==> config.mk <==
export PLATFORM = sky130hd
export DESIGN_NAME = apb_master_bridge_flat
export DESIGN_NICKNAME = d
export VERILOG_FILES = /design/src/rtl/apb_master_bridge_if.sv /design/src/rtl/apb_master_bridge.sv /design/src/flat_wrapper.sv
export SDC_FILE = /design/constraint.sdc
export NUM_CORES = 1
export LEC_CHECK = 0
export CAP_MARGIN = 15
export CORE_ASPECT_RATIO = 1.25
export CORE_MARGIN = 2
export CORE_UTILIZATION = 40
export DETAILED_ROUTE_END_ITERATION = 8
export PLACE_DENSITY_LB_ADDON = 0.12
export SYNTH_ARGS = -nofsm -noshare
export SYNTH_HDL_FRONTEND = slang
export SYNTH_SLANG_ARGS = --single-unit
==> constraint.sdc <==
create_clock -name clk -period 2.4 [get_ports clk]
set_input_delay 0.36 -clock clk [delete_from_list [all_inputs] [get_ports clk]]
set_output_delay 0.36 -clock clk [all_outputs]
set_load 0.02 [all_outputs]
==> src/rtl/apb_master_bridge_if.sv <==
// Command stream, response stream and APB bus of the APB master bridge.
// The master modport is the bridge side; the slave modport is the host/APB-slave side.
interface apb_master_bridge_if #(
  parameter int ADDR_W = 10,
  parameter int DATA_W = 32
);
  logic              req_valid;
  logic              req_ready;
  logic              req_write;
  logic [ADDR_W-1:0] req_addr;
  logic [DATA_W-1:0] req_wdata;

  logic              rsp_valid;
  logic              rsp_ready;
  logic [DATA_W-1:0] rsp_rdata;
  logic              rsp_timeout;

  logic              psel;
  logic              penable;
  logic [ADDR_W-1:0] paddr;
  logic              pwrite;
  logic [DATA_W-1:0] pwdata;
  logic              pready;
  logic [DATA_W-1:0] prdata;

  modport master (
    input  req_valid, req_write, req_addr, req_wdata, rsp_ready, pready, prdata,
    output req_ready, rsp_valid, rsp_rdata, rsp_timeout,
           psel, penable, paddr, pwrite, pwdata
  );

  modport slave (
    output req_valid, req_write, req_addr, req_wdata, rsp_ready, pready, prdata,
    input  req_ready, rsp_valid, rsp_rdata, rsp_timeout,
           psel, penable, paddr, pwrite, pwdata
  );
endinterface

==> src/rtl/apb_master_bridge.sv <==
// Converts a valid/ready command stream into single APB transfers and returns
// read data / timeout status on a valid/ready response channel.
module apb_master_bridge #(
  parameter int ADDR_W  = 10,
  parameter int DATA_W  = 32,
  parameter int TIMEOUT = 16
) (
  input  logic                clk,
  input  logic                reset,
  apb_master_bridge_if.master bus
);
  localparam int CW = (TIMEOUT > 0) ? $clog2(TIMEOUT + 1) : 1;
  localparam logic [CW-1:0] LAST = (TIMEOUT > 0) ? CW'(TIMEOUT - 1) : '0;

  typedef enum logic [1:0] {IDLE, SETUP, ACCESS, RESP} state_t;

  state_t        state;
  logic [CW-1:0] cnt;

  always_ff @(posedge clk) begin
    if (reset) begin
      state           <= IDLE;
      cnt             <= '0;
      bus.req_ready   <= 1'b0;
      bus.rsp_valid   <= 1'b0;
      bus.rsp_rdata   <= '0;
      bus.rsp_timeout <= 1'b0;
      bus.psel        <= 1'b0;
      bus.penable     <= 1'b0;
      bus.paddr       <= '0;
      bus.pwrite      <= 1'b0;
      bus.pwdata      <= '0;
    end else begin
      case (state)
        IDLE: begin
          if (bus.req_valid && bus.req_ready) begin
            bus.req_ready <= 1'b0;
            bus.psel      <= 1'b1;
            bus.penable   <= 1'b0;
            bus.paddr     <= bus.req_addr;
            bus.pwrite    <= bus.req_write;
            bus.pwdata    <= bus.req_write ? bus.req_wdata : '0;
            state         <= SETUP;
          end else begin
            bus.req_ready <= 1'b1;
          end
        end
        SETUP: begin
          bus.penable <= 1'b1;
          cnt         <= '0;
          state       <= ACCESS;
        end
        ACCESS: begin
          // pready takes priority over an expiring wait counter
          if (bus.pready) begin
            bus.psel        <= 1'b0;
            bus.penable     <= 1'b0;
            bus.rsp_rdata   <= bus.pwrite ? '0 : bus.prdata;
            bus.rsp_timeout <= 1'b0;
            bus.rsp_valid   <= 1'b1;
            state           <= RESP;
          end else if (TIMEOUT != 0 && cnt == LAST) begin
            bus.psel        <= 1'b0;
            bus.penable     <= 1'b0;
            bus.rsp_rdata   <= '0;
            bus.rsp_timeout <= 1'b1;
            bus.rsp_valid   <= 1'b1;
            state           <= RESP;
          end else if (cnt != '1) begin
            cnt <= cnt + 1'b1;
          end
        end
        RESP: begin
          if (bus.rsp_valid && bus.rsp_ready) begin
            bus.rsp_valid   <= 1'b0;
            bus.rsp_timeout <= 1'b0;
            bus.req_ready   <= 1'b1;
            state           <= IDLE;
          end
        end
        default: state <= IDLE;
      endcase
    end
  end
endmodule

==> src/flat_wrapper.sv <==
// flat-port wrapper written by rule: the top's interface ports become plain ports
module apb_master_bridge_flat 
#(
  parameter int ADDR_W  = 10,
  parameter int DATA_W  = 32,
  parameter int TIMEOUT = 16
)
  (clk, reset, bus_req_valid, bus_req_write, bus_req_addr, bus_req_wdata, bus_rsp_ready, bus_pready, bus_prdata, bus_req_ready, bus_rsp_valid, bus_rsp_rdata, bus_rsp_timeout, bus_psel, bus_penable, bus_paddr, bus_pwrite, bus_pwdata);
  apb_master_bridge_if #(.ADDR_W(ADDR_W), .DATA_W(DATA_W)) bus_i ();
  input  logic clk;
  input  logic reset;
  input wire logic [$bits(bus_i.req_valid)-1:0] bus_req_valid;
  input wire logic [$bits(bus_i.req_write)-1:0] bus_req_write;
  input wire logic [$bits(bus_i.req_addr)-1:0] bus_req_addr;
  input wire logic [$bits(bus_i.req_wdata)-1:0] bus_req_wdata;
  input wire logic [$bits(bus_i.rsp_ready)-1:0] bus_rsp_ready;
  input wire logic [$bits(bus_i.pready)-1:0] bus_pready;
  input wire logic [$bits(bus_i.prdata)-1:0] bus_prdata;
  output wire logic [$bits(bus_i.req_ready)-1:0] bus_req_ready;
  output wire logic [$bits(bus_i.rsp_valid)-1:0] bus_rsp_valid;
  output wire logic [$bits(bus_i.rsp_rdata)-1:0] bus_rsp_rdata;
  output wire logic [$bits(bus_i.rsp_timeout)-1:0] bus_rsp_timeout;
  output wire logic [$bits(bus_i.psel)-1:0] bus_psel;
  output wire logic [$bits(bus_i.penable)-1:0] bus_penable;
  output wire logic [$bits(bus_i.paddr)-1:0] bus_paddr;
  output wire logic [$bits(bus_i.pwrite)-1:0] bus_pwrite;
  output wire logic [$bits(bus_i.pwdata)-1:0] bus_pwdata;
  assign bus_i.req_valid = bus_req_valid;
  assign bus_i.req_write = bus_req_write;
  assign bus_i.req_addr = bus_req_addr;
  assign bus_i.req_wdata = bus_req_wdata;
  assign bus_i.rsp_ready = bus_rsp_ready;
  assign bus_i.pready = bus_pready;
  assign bus_i.prdata = bus_prdata;
  assign bus_req_ready = bus_i.req_ready;
  assign bus_rsp_valid = bus_i.rsp_valid;
  assign bus_rsp_rdata = bus_i.rsp_rdata;
  assign bus_rsp_timeout = bus_i.rsp_timeout;
  assign bus_psel = bus_i.psel;
  assign bus_penable = bus_i.penable;
  assign bus_paddr = bus_i.paddr;
  assign bus_pwrite = bus_i.pwrite;
  assign bus_pwdata = bus_i.pwdata;
  apb_master_bridge #(.ADDR_W(ADDR_W), .DATA_W(DATA_W), .TIMEOUT(TIMEOUT)) u_core (.clk(clk), .reset(reset), .bus(bus_i));
endmodule
; Yosys cells after proc, flatten, opt, wreduce, memory -nomap -nowiden
; Cells that the tools add are included.
[totals]
ff_bits = 87
input_bits = 80
out_inout_bits = 80
[classes]
n_addsub = 1
eq_ne = 11
mux = 28
reduce_logical = 17
[op_table]
columns = operator, n
row1 = 32-bit two-way mux, 4
row2 = 5-bit two-way mux, 3
row3 = 3-bit AND reduction, 4
row4 = 1-bit two-way mux, 10
row5 = 5-bit case mux with 2 select lines, 1
row6 = 2-bit nonzero test, 5
row7 = 2-bit two-way mux, 4
row8 = 1-bit case mux with 2 select lines, 4
row9 = 2-bit case mux with 4 select lines, 1
row10 = "2-bit by 1-bit inequality test with 1-bit output, second input constant", 3
row11 = 2-bit AND reduction, 3
row12 = "5-bit by 1-bit adder with 5-bit output, second input constant", 1
row13 = "5-bit by 4-bit == test with 1-bit output, second input constant", 1
row14 = "5-bit inequality test, second input constant", 1
row15 = "2-bit == test, second input constant", 2
row16 = "2-bit inequality test, second input constant", 2
row17 = 4-bit AND reduction, 1
row18 = "3-bit by 2-bit inequality test with 1-bit output, second input constant", 1
row19 = 1-bit case mux with 3 select lines, 1
row20 = 3-bit nonzero test, 1
row21 = "2-bit by 1-bit == test with 1-bit output, second input constant", 1
row22 = 1-bit logical AND, 2
row23 = 2-bit zero test, 1

; Logic depth before layout (Yosys ltp)
; Gate-level depths: netlist of the first run.
[depth]
ltp_word = 5
depth_mapped = 8
ltp_nobuf = 6

; Worst setup path before layout of the first run
; OpenSTA, ideal clock, no wires.
[synth_path]
path_type = register to register
from = register u_core.cnt[0]
to = register u_core.cnt[2]
arrival_time_ps = 1916
t_required_ps = 2314
path_slack_ps = 398
stages_incl_launch_ff = 7
path_buffers = 0
period_less_slack_ps = 2002
cell_sequence = dfxtp_1 > ha_1 > and3_1 > ha_1 > or4b_4 > or3_1 > a211oi_1
[synth_via]
elab_chain_cells = 5
elab_cells_between_ends = 10
classes_between = add/sub (1) / eq/ne (4) / mux (4) / reduce/logical (1)
[synth_lines]
columns = element, line_no
row1 = "start, declared", apb_master_bridge.sv:18  ; logic [CW-1:0] cnt;
row2 = "start signal, assigned", apb_master_bridge.sv:70  ; cnt <= cnt + 1'b1;
row3 = 5-bit by 1-bit adder with 5-bit output, apb_master_bridge.sv:70
row4 = 5-bit two-way mux, apb_master_bridge.sv:69  ; end else if (cnt != '1) begin
row5 = 5-bit two-way mux, apb_master_bridge.sv:62  ; end else if (TIMEOUT != 0 && cnt == LAST) begin
row6 = 5-bit two-way mux, apb_master_bridge.sv:55  ; if (bus.pready) begin
row7 = 5-bit case mux with 2 select lines, apb_master_bridge.sv:34  ; case (state)
; Parallel ways exist; a longest one is shown, timed or not. The select of a mux whose other input is x is not followed.
; A chain may end at the register's enable or synchronous reset.

; Worst setup path in the final report of the first run
; Ends and elaborated chain as after synthesis.

==> out/summary.md, run 1 <==
* antenna violations before repair: 0
* Pins Over Slew Limit: 0
* origin of the worst setup path: u_core.cnt[0]$_SDFFE_PP0P_
* crit-path max cell delay: 0.53 ns
* Clock Pin Slew Worst Setup and Hold Paths: 0.09 ns
* type of origin of the critical path: flip-flop
* largest net degree at the start of global routing: 42
* setup violation total in the final timing report: 0
* area growth from synthesis to layout: 57.6%
* Avg Vias per Cell: 5.14
* most frequent cells in the layout: clkdlybuf4s50_1, dfxtp_1, nand2_1, a21oi_1
* switching part of the total: 32.8%
* Crit path required time: 2.67 ns
* number of buffers added by the clock tree synthesis step: 9
* detailed placement HPWL: 6.15 mm
* post-route fraction of the period consumed by the critical path: 90.0%
* number of different library cells in the post-synthesis netlist: 32
* utilization after layout: 65.0%
* Max Fanout on Critical Path: 5
* Vias: 3180
* Fmax achieved: 0.463 GHz
* DRC: 0
* DRT Wirelength: 8.95 mm
* Cell Int Power: 2.60 mW
* area of combinational cells with multiple inputs: 1350 µm²
* final net count: 608
* cell with the biggest individual delay on the critical path: or4b_4
* status: completed
* cell-by-cell trace of the critical path: ha_1, and3_1, ha_1, or4b_4, or3_1, a211oi_1
* root cell of the clock tree: clkbuf_8
* Slew @ Worst Pin: 0.686 ns
* area of the mapped netlist: 3220 µm²
* power share of the combinational group: 32.9%
* number of fillers in the final layout: 678
* Clock power frac: 23.4%
* cts hold-fix bufs: 0
* number of flops mapped to enable cells by yosys: 0
* Congestion Overflow GR: 0
* number of maximum-capacitance violations: 0
* width of the chip: 84.2 µm
* leading cell type in the layout, fill and taps excluded: clkdlybuf4s50_1
* DRC violation total after the first TritonRoute iteration: 93
* worst hold path startpoint: reset
* final estimated routing congestion in global placement: 0.853
* Synth warnings: 0
* post-synth net total: 459
* total negative slack: 0 ns
* Cell Pwr Density: 765 nW/µm²
* deepest level of the CTS H-tree: 3
* worst slew margin relative to its limit: 54.2%
* kind of end point of the critical path: flip-flop
* Hold Fails Final Rpt: 0
* number of buffers between clock root and the deepest sink: 2
* detailed-routing iteration count for the pre-antenna-repair pass: 4
* path category of the worst min-delay check: input pin to flip-flop
* count of standard-cell rows: 36
* antenna cell count: 0
* ys async rst share: 0%
* die area: 8780 µm²
* number of flip-flops and latches in the synthesized netlist: 87
* predominant post-synthesis flop cell: dfxtp_1
* minimum clock period after layout: 2.16 ns
* Critical Setup Path Class: flip-flop to flip-flop
* wire length per cell after detailed routing: 14.5 µm
* unrepaired setup endpoints after global routing: false
* fraction of layout instances using a drive strength above 1: 5.34%
* Net Sw Power: 1.27 mW
* latest clock arrival within the worst-skew pair: 0.35 ns
* setup fix buffers added after clock tree synthesis: 0
* number of resized instances in the post-cts repair step: 0
* clock tree from TritonCTS: yes
* Sinks on Clock Net: 87
* launch point of the worst reg-to-reg path: u_core.cnt[0]$_SDFFE_PP0P_
* starting utilization of the core area: 41.3%
* CP arrival: 2.43 ns
* Hold Worst Slack: 0.370 ns
* vias in the first global route: 3199
* Chip Height: 104 µm
* Lkg Pwr: 1.78 nW
* first-pass GRT wire length: 14.7 mm
* worst clock skew: 0.0103 ns
* portion of the post-synthesis area used by sequential elements: 54.2%
* Ports: 160
* Reg power frac: 43.7%
* Syn Area/Cell: 8.64 µm²
* count of port buffers added during placement: 159
* Post-Syn Instances: 372
* global-route total usage across every layer: 20.4%
* cell repeated most along the worst path: ha_1
* placeable core area: 7790 µm²
* Peak VDD IR: 0.000398 V
* antenna viol nets, final: 0
* footprint of the flip-flops and latches: 1740 µm²
-- sequential cells by signal, summed over array words and instances (netlist names) --
| name | count |
|---|---|
| u_core.state | 2 |
| u_core.bus.psel | 1 |
| u_core.bus.pwrite | 1 |
| u_core.bus.req_ready | 1 |
| u_core.bus.rsp_valid | 1 |
| u_core.bus.penable | 1 |
| u_core.bus.rsp_timeout | 1 |
| u_core.bus.rsp_rdata | 32 |
| u_core.bus.paddr | 10 |
| u_core.bus.pwdata | 32 |
| u_core.cnt | 5 |
-- worst max-delay path: cells and delay by family, from the launching register on --
kind            cells  cell delay, ns
compound gates      1            0.22
fa+ha+maj           2            0.45
simple gates        3            1.05
flops               1            0.35
-- synth_stat cells, drive strengths merged (2+ instances only) --
cell    number  share of area, %
dfxtp       87                54
a211oi       2              0.47
inv          5              0.58
o21ai        4              0.62
buf          2              0.27
nor3         2              0.31
ha           7               2.7
a22oi       32               7.5
clkbuf      28               3.3
or3          3              0.58
nand2       59               6.9
nor2        36               4.2
a21boi       2              0.47
o311ai       3              0.82
nand3       37               5.8
nand2b       3              0.58
a21oi       46               7.2
and3         2              0.39
-- power groups by stage --
stage	registers [mW]	clock network (mW)	logic (mW)
finish	1.69	0.907	1.28
global route	1.72	1.00	1.40
CTS	1.70	0.940	1.29
detailed placement	1.73	0	1.28
global placement	1.72	0	1.26
floorplan	1.88	0	0.539
-- through the flow --
step           cells  area, µm²  power [mW]  setup slack, ns
2_1_floorplan    372       3220        2.42            0.398
3_3_place_gp     605       4900        2.98            0.327
3_5_place_dp     605       4900        3.01            0.242
4_1_cts          619       5070        3.92            0.235
5_1_grt          619       5070        4.12            0.137
6_report         619       5070        3.88            0.240
-- path summary, 6_finish.rpt --
check	endpoint	depth (start not counted)	slack (ns)
setup / recovery	u_core.cnt[2]$_SDFFE_PP0P_	6	0.24
hold / removal	u_core.bus.rsp_rdata[19]$_SDFFE_PP0P_	2	0.37
setup reg to reg	u_core.cnt[2]$_SDFFE_PP0P_	6	0.24
hold reg to reg	u_core.bus.pwdata[1]$_SDFFE_PP0P_	2	0.45
-- cell type report --
class | count | share of cell area [%]
inverter | 5 | 0.370
multi-input combinational | 250 | 26.6
sequential | 87 | 34.4
clock buffer | 11 | 2.99
tap | 95 | 2.35
clock inverter | 3 | 0.395
timing repair buffer | 168 | 32.9
-- cell families after synthesis --
logic type / after synthesis / share of synthesized area [%]
muxes: 1 / 0.311
AOI/OAI and AO/OA: 93 / 18.1
buffers and inverters: 35 / 4.12
DFF: 87 / 54.2
adders and majority gates: 7 / 2.72
and+or+nand+nor: 149 / 20.5
-- metal layers --
layer / vias up / track usage [%] / wire length, µm
met1: 1446 / 23.5 / 3700
met5: - / 0 / 0
met2: 129 / 33.4 / 4090
met4: 0 / 8.18 / 212
li1: 1584 / - / -
met3: 21 / 8.17 / 941
Note: power is estimated with default switching activity, not from simulation.
==> inputs of run 2 (changes only) <==
==> constraint.sdc (replaced) <==
create_clock -name clk -period 2.4 [get_ports clk]
set_input_delay 0.48 -clock clk [delete_from_list [all_inputs] [get_ports clk]]
set_output_delay 0.48 -clock clk [all_outputs]
set_load 0.02 [all_outputs]
==> out/summary.md, run 2 (synthesized netlist as in run 1, its figures left out) <==
* status: completed
* DRC violation total after the first TritonRoute iteration: 128, +38%
* Chip Height: 104 µm, unchanged
* Slew @ Worst Pin: 0.496 ns, -0.190 ns
* CP arrival: 2.43 ns, about the same
* final estimated routing congestion in global placement: 0.847, -0.64%
* placeable core area: 7790 µm², unchanged
* antenna viol nets, final: 0, unchanged
* largest net degree at the start of global routing: 49, +17%
* Clock Pin Slew Worst Setup and Hold Paths: 0.08 ns, about the same
* Lkg Pwr: 1.82 nW, +2.6%
* Avg Vias per Cell: 5.11, -0.61%
* Crit path required time: 2.66 ns, about the same
* total negative slack: 0 ns, unchanged
* number of buffers between clock root and the deepest sink: 2, unchanged
* power share of the combinational group: 31.2%, -1.7 points
* root cell of the clock tree: clkbuf_8
* Critical Setup Path Class: flip-flop to flip-flop
* number of maximum-capacitance violations: 0, unchanged
* path category of the worst min-delay check: flip-flop to flip-flop
* cell area reported after detailed placement: 4920 µm², +0.46%
* Pins Over Slew Limit: 0, unchanged
* wire length per cell after detailed routing: 14.7 µm, +1.4%
* detailed placement HPWL: 6.32 mm, +2.8%
* starting utilization of the core area: 41.3%, unchanged
* DRC: 0, unchanged
* largest registers: u_core.bus.pwdata x32, u_core.bus.rsp_rdata x32, u_core.bus.paddr x10
* leading cell type in the layout, fill and taps excluded: clkdlybuf4s50_1
* unrepaired setup endpoints after global routing: false
* antenna cell count: 0, unchanged
* Sinks on Clock Net: 87, unchanged
* Ports: 160, unchanged
* Congestion Overflow GR: 0, unchanged
* final net count: 611, +0.49%
* Reg power frac: 41.2%, -2.5 points
* Max Fanout on Critical Path: 5, unchanged
* cts hold-fix bufs: 0, unchanged
* width of the chip: 84.2 µm, unchanged
* Net Sw Power: 1.27 mW, about the same
* worst clock skew: 0.00747 ns, -0.00279 ns
* antenna violations before repair: 0, unchanged
* Vias: 3186, +0.19%
* worst slew margin relative to its limit: 67.0%, +13 points
* type of origin of the critical path: flip-flop
* post-route fraction of the period consumed by the critical path: 90.4%, +0.45 points
* area growth from synthesis to layout: 59.9%
* switching part of the total: 31.0%, -1.8 points
* minimum clock period after layout: 2.17 ns, +0.0109 ns
* Clock power frac: 27.6%, +4.2 points
* count of port buffers added during placement: 159, unchanged
* number of fillers in the final layout: 669, -1.3%
* Peak VDD IR: 0.000483 V, +21%
* number of buffers added by the clock tree synthesis step: 9, unchanged
* setup violation total in the final timing report: 0, unchanged
* Final Instance Area: 5140 µm², +1.5%
* number of resized instances in the post-cts repair step: 0, unchanged
* Hold Fails Final Rpt: 0, unchanged
* Cell Int Power: 2.84 mW, +8.9%
* Cell Pwr Density: 799 nW/µm², +4.4%
* most frequent cells in the layout: clkdlybuf4s50_1, dfxtp_1, nand2_1, a21oi_1
* latest clock arrival within the worst-skew pair: 0.35 ns, about the same
* first-pass GRT wire length: 14.9 mm, +1.0%
* Fmax achieved: 0.461 GHz, -0.50%
* die area: 8780 µm², unchanged
* deepest level of the CTS H-tree: 3, unchanged
* kind of end point of the critical path: flip-flop
* clock tree from TritonCTS: yes
* footprint of the flip-flops and latches: 1740 µm², unchanged
* vias in the first global route: 3170, -0.91%
* area of combinational cells with multiple inputs: 1350 µm², unchanged
* setup fix buffers added after clock tree synthesis: 0, unchanged
* DRT Wirelength: 9.15 mm, +2.3%
* fraction of layout instances using a drive strength above 1: 5.86%, +0.52 points
* global-route total usage across every layer: 20.6%, +0.28 points
* count of standard-cell rows: 36, unchanged
* detailed-routing iteration count for the pre-antenna-repair pass: 5, +1
-- run 2: cell types whose count changed in the layout (fill, tap and decap cells not counted), sizes merged --
cell      previous run  this run
clkinvlp             2         0
bufinv               0         2
buf                 10        13
clkbuf              11        13
-- run 2: final timing paths --
path                                      start                                 end  slack [ns]  cells after the start
max                  u_core.cnt[0]$_SDFFE_PP0P_          u_core.cnt[2]$_SDFFE_PP0P_        0.23                      6
min          u_core.bus.pwdata[26]$_SDFFE_PP0P_  u_core.bus.pwdata[26]$_SDFFE_PP0P_        0.45                      2
max reg2reg          u_core.cnt[0]$_SDFFE_PP0P_          u_core.cnt[2]$_SDFFE_PP0P_        0.23                      6
min reg2reg  u_core.bus.pwdata[26]$_SDFFE_PP0P_  u_core.bus.pwdata[26]$_SDFFE_PP0P_        0.45                      2
-- run 2: power by group through the flow --
stage                     registers, mW  clock network, mW  logic, mW
after detailed placement           1.73                  0       1.29
after floorplan                    1.88                  0      0.539
after CTS                          1.70               1.16       1.29
after global placement             1.72                  0       1.28
final                              1.69               1.13       1.28
after global routing               1.72               1.23       1.40
-- run 2: cell type report --
class                      count  area share, %
inverter                       5          0.365
tap                           95           2.31
clock inverter                 3           1.27
timing repair buffer         171           32.8
multi-input combinational    250           26.3
clock buffer                  13           3.09
sequential                    87           33.9
-- run 2: metal layers --
metal | up-vias | track usage, % | share of wire (%)
met2 | 129 | 32.8 | 47
li1 | 1594 | - | -
met5 | - | 0 | 0
met4 | 0 | 9.22 | 2.2
met3 | 16 | 7.38 | 9.6
met1 | 1447 | 24.9 | 41
-- run 2: per-stage QoR --
| step | hold WS (ns) | std cells | setup slack [ns] | power (mW) | util, % |
|---|---|---|---|---|---|
| 3_3_place_gp | 0.437 | 608 | 0.314 | 2.99 | 63.1 |
| 4_1_cts | 0.455 | 624 | 0.236 | 4.15 | 66.0 |
| 5_1_grt | 0.473 | 624 | 0.142 | 4.35 | 66.0 |
| 3_5_place_dp | 0.443 | 608 | 0.249 | 3.01 | 63.1 |
| 6_report | 0.451 | 624 | 0.229 | 4.11 | 66.0 |
| 2_1_floorplan | 0.454 | 372 | 0.398 | 2.42 | - |
-- run 2: critical path, cell delays in order (launching register included) --
cell	delay, ns
dfxtp_1	0.35
ha_1	0.22
and3_1	0.21
ha_1	0.24
or4b_4	0.54
or3_1	0.32
a211oi_1	0.22
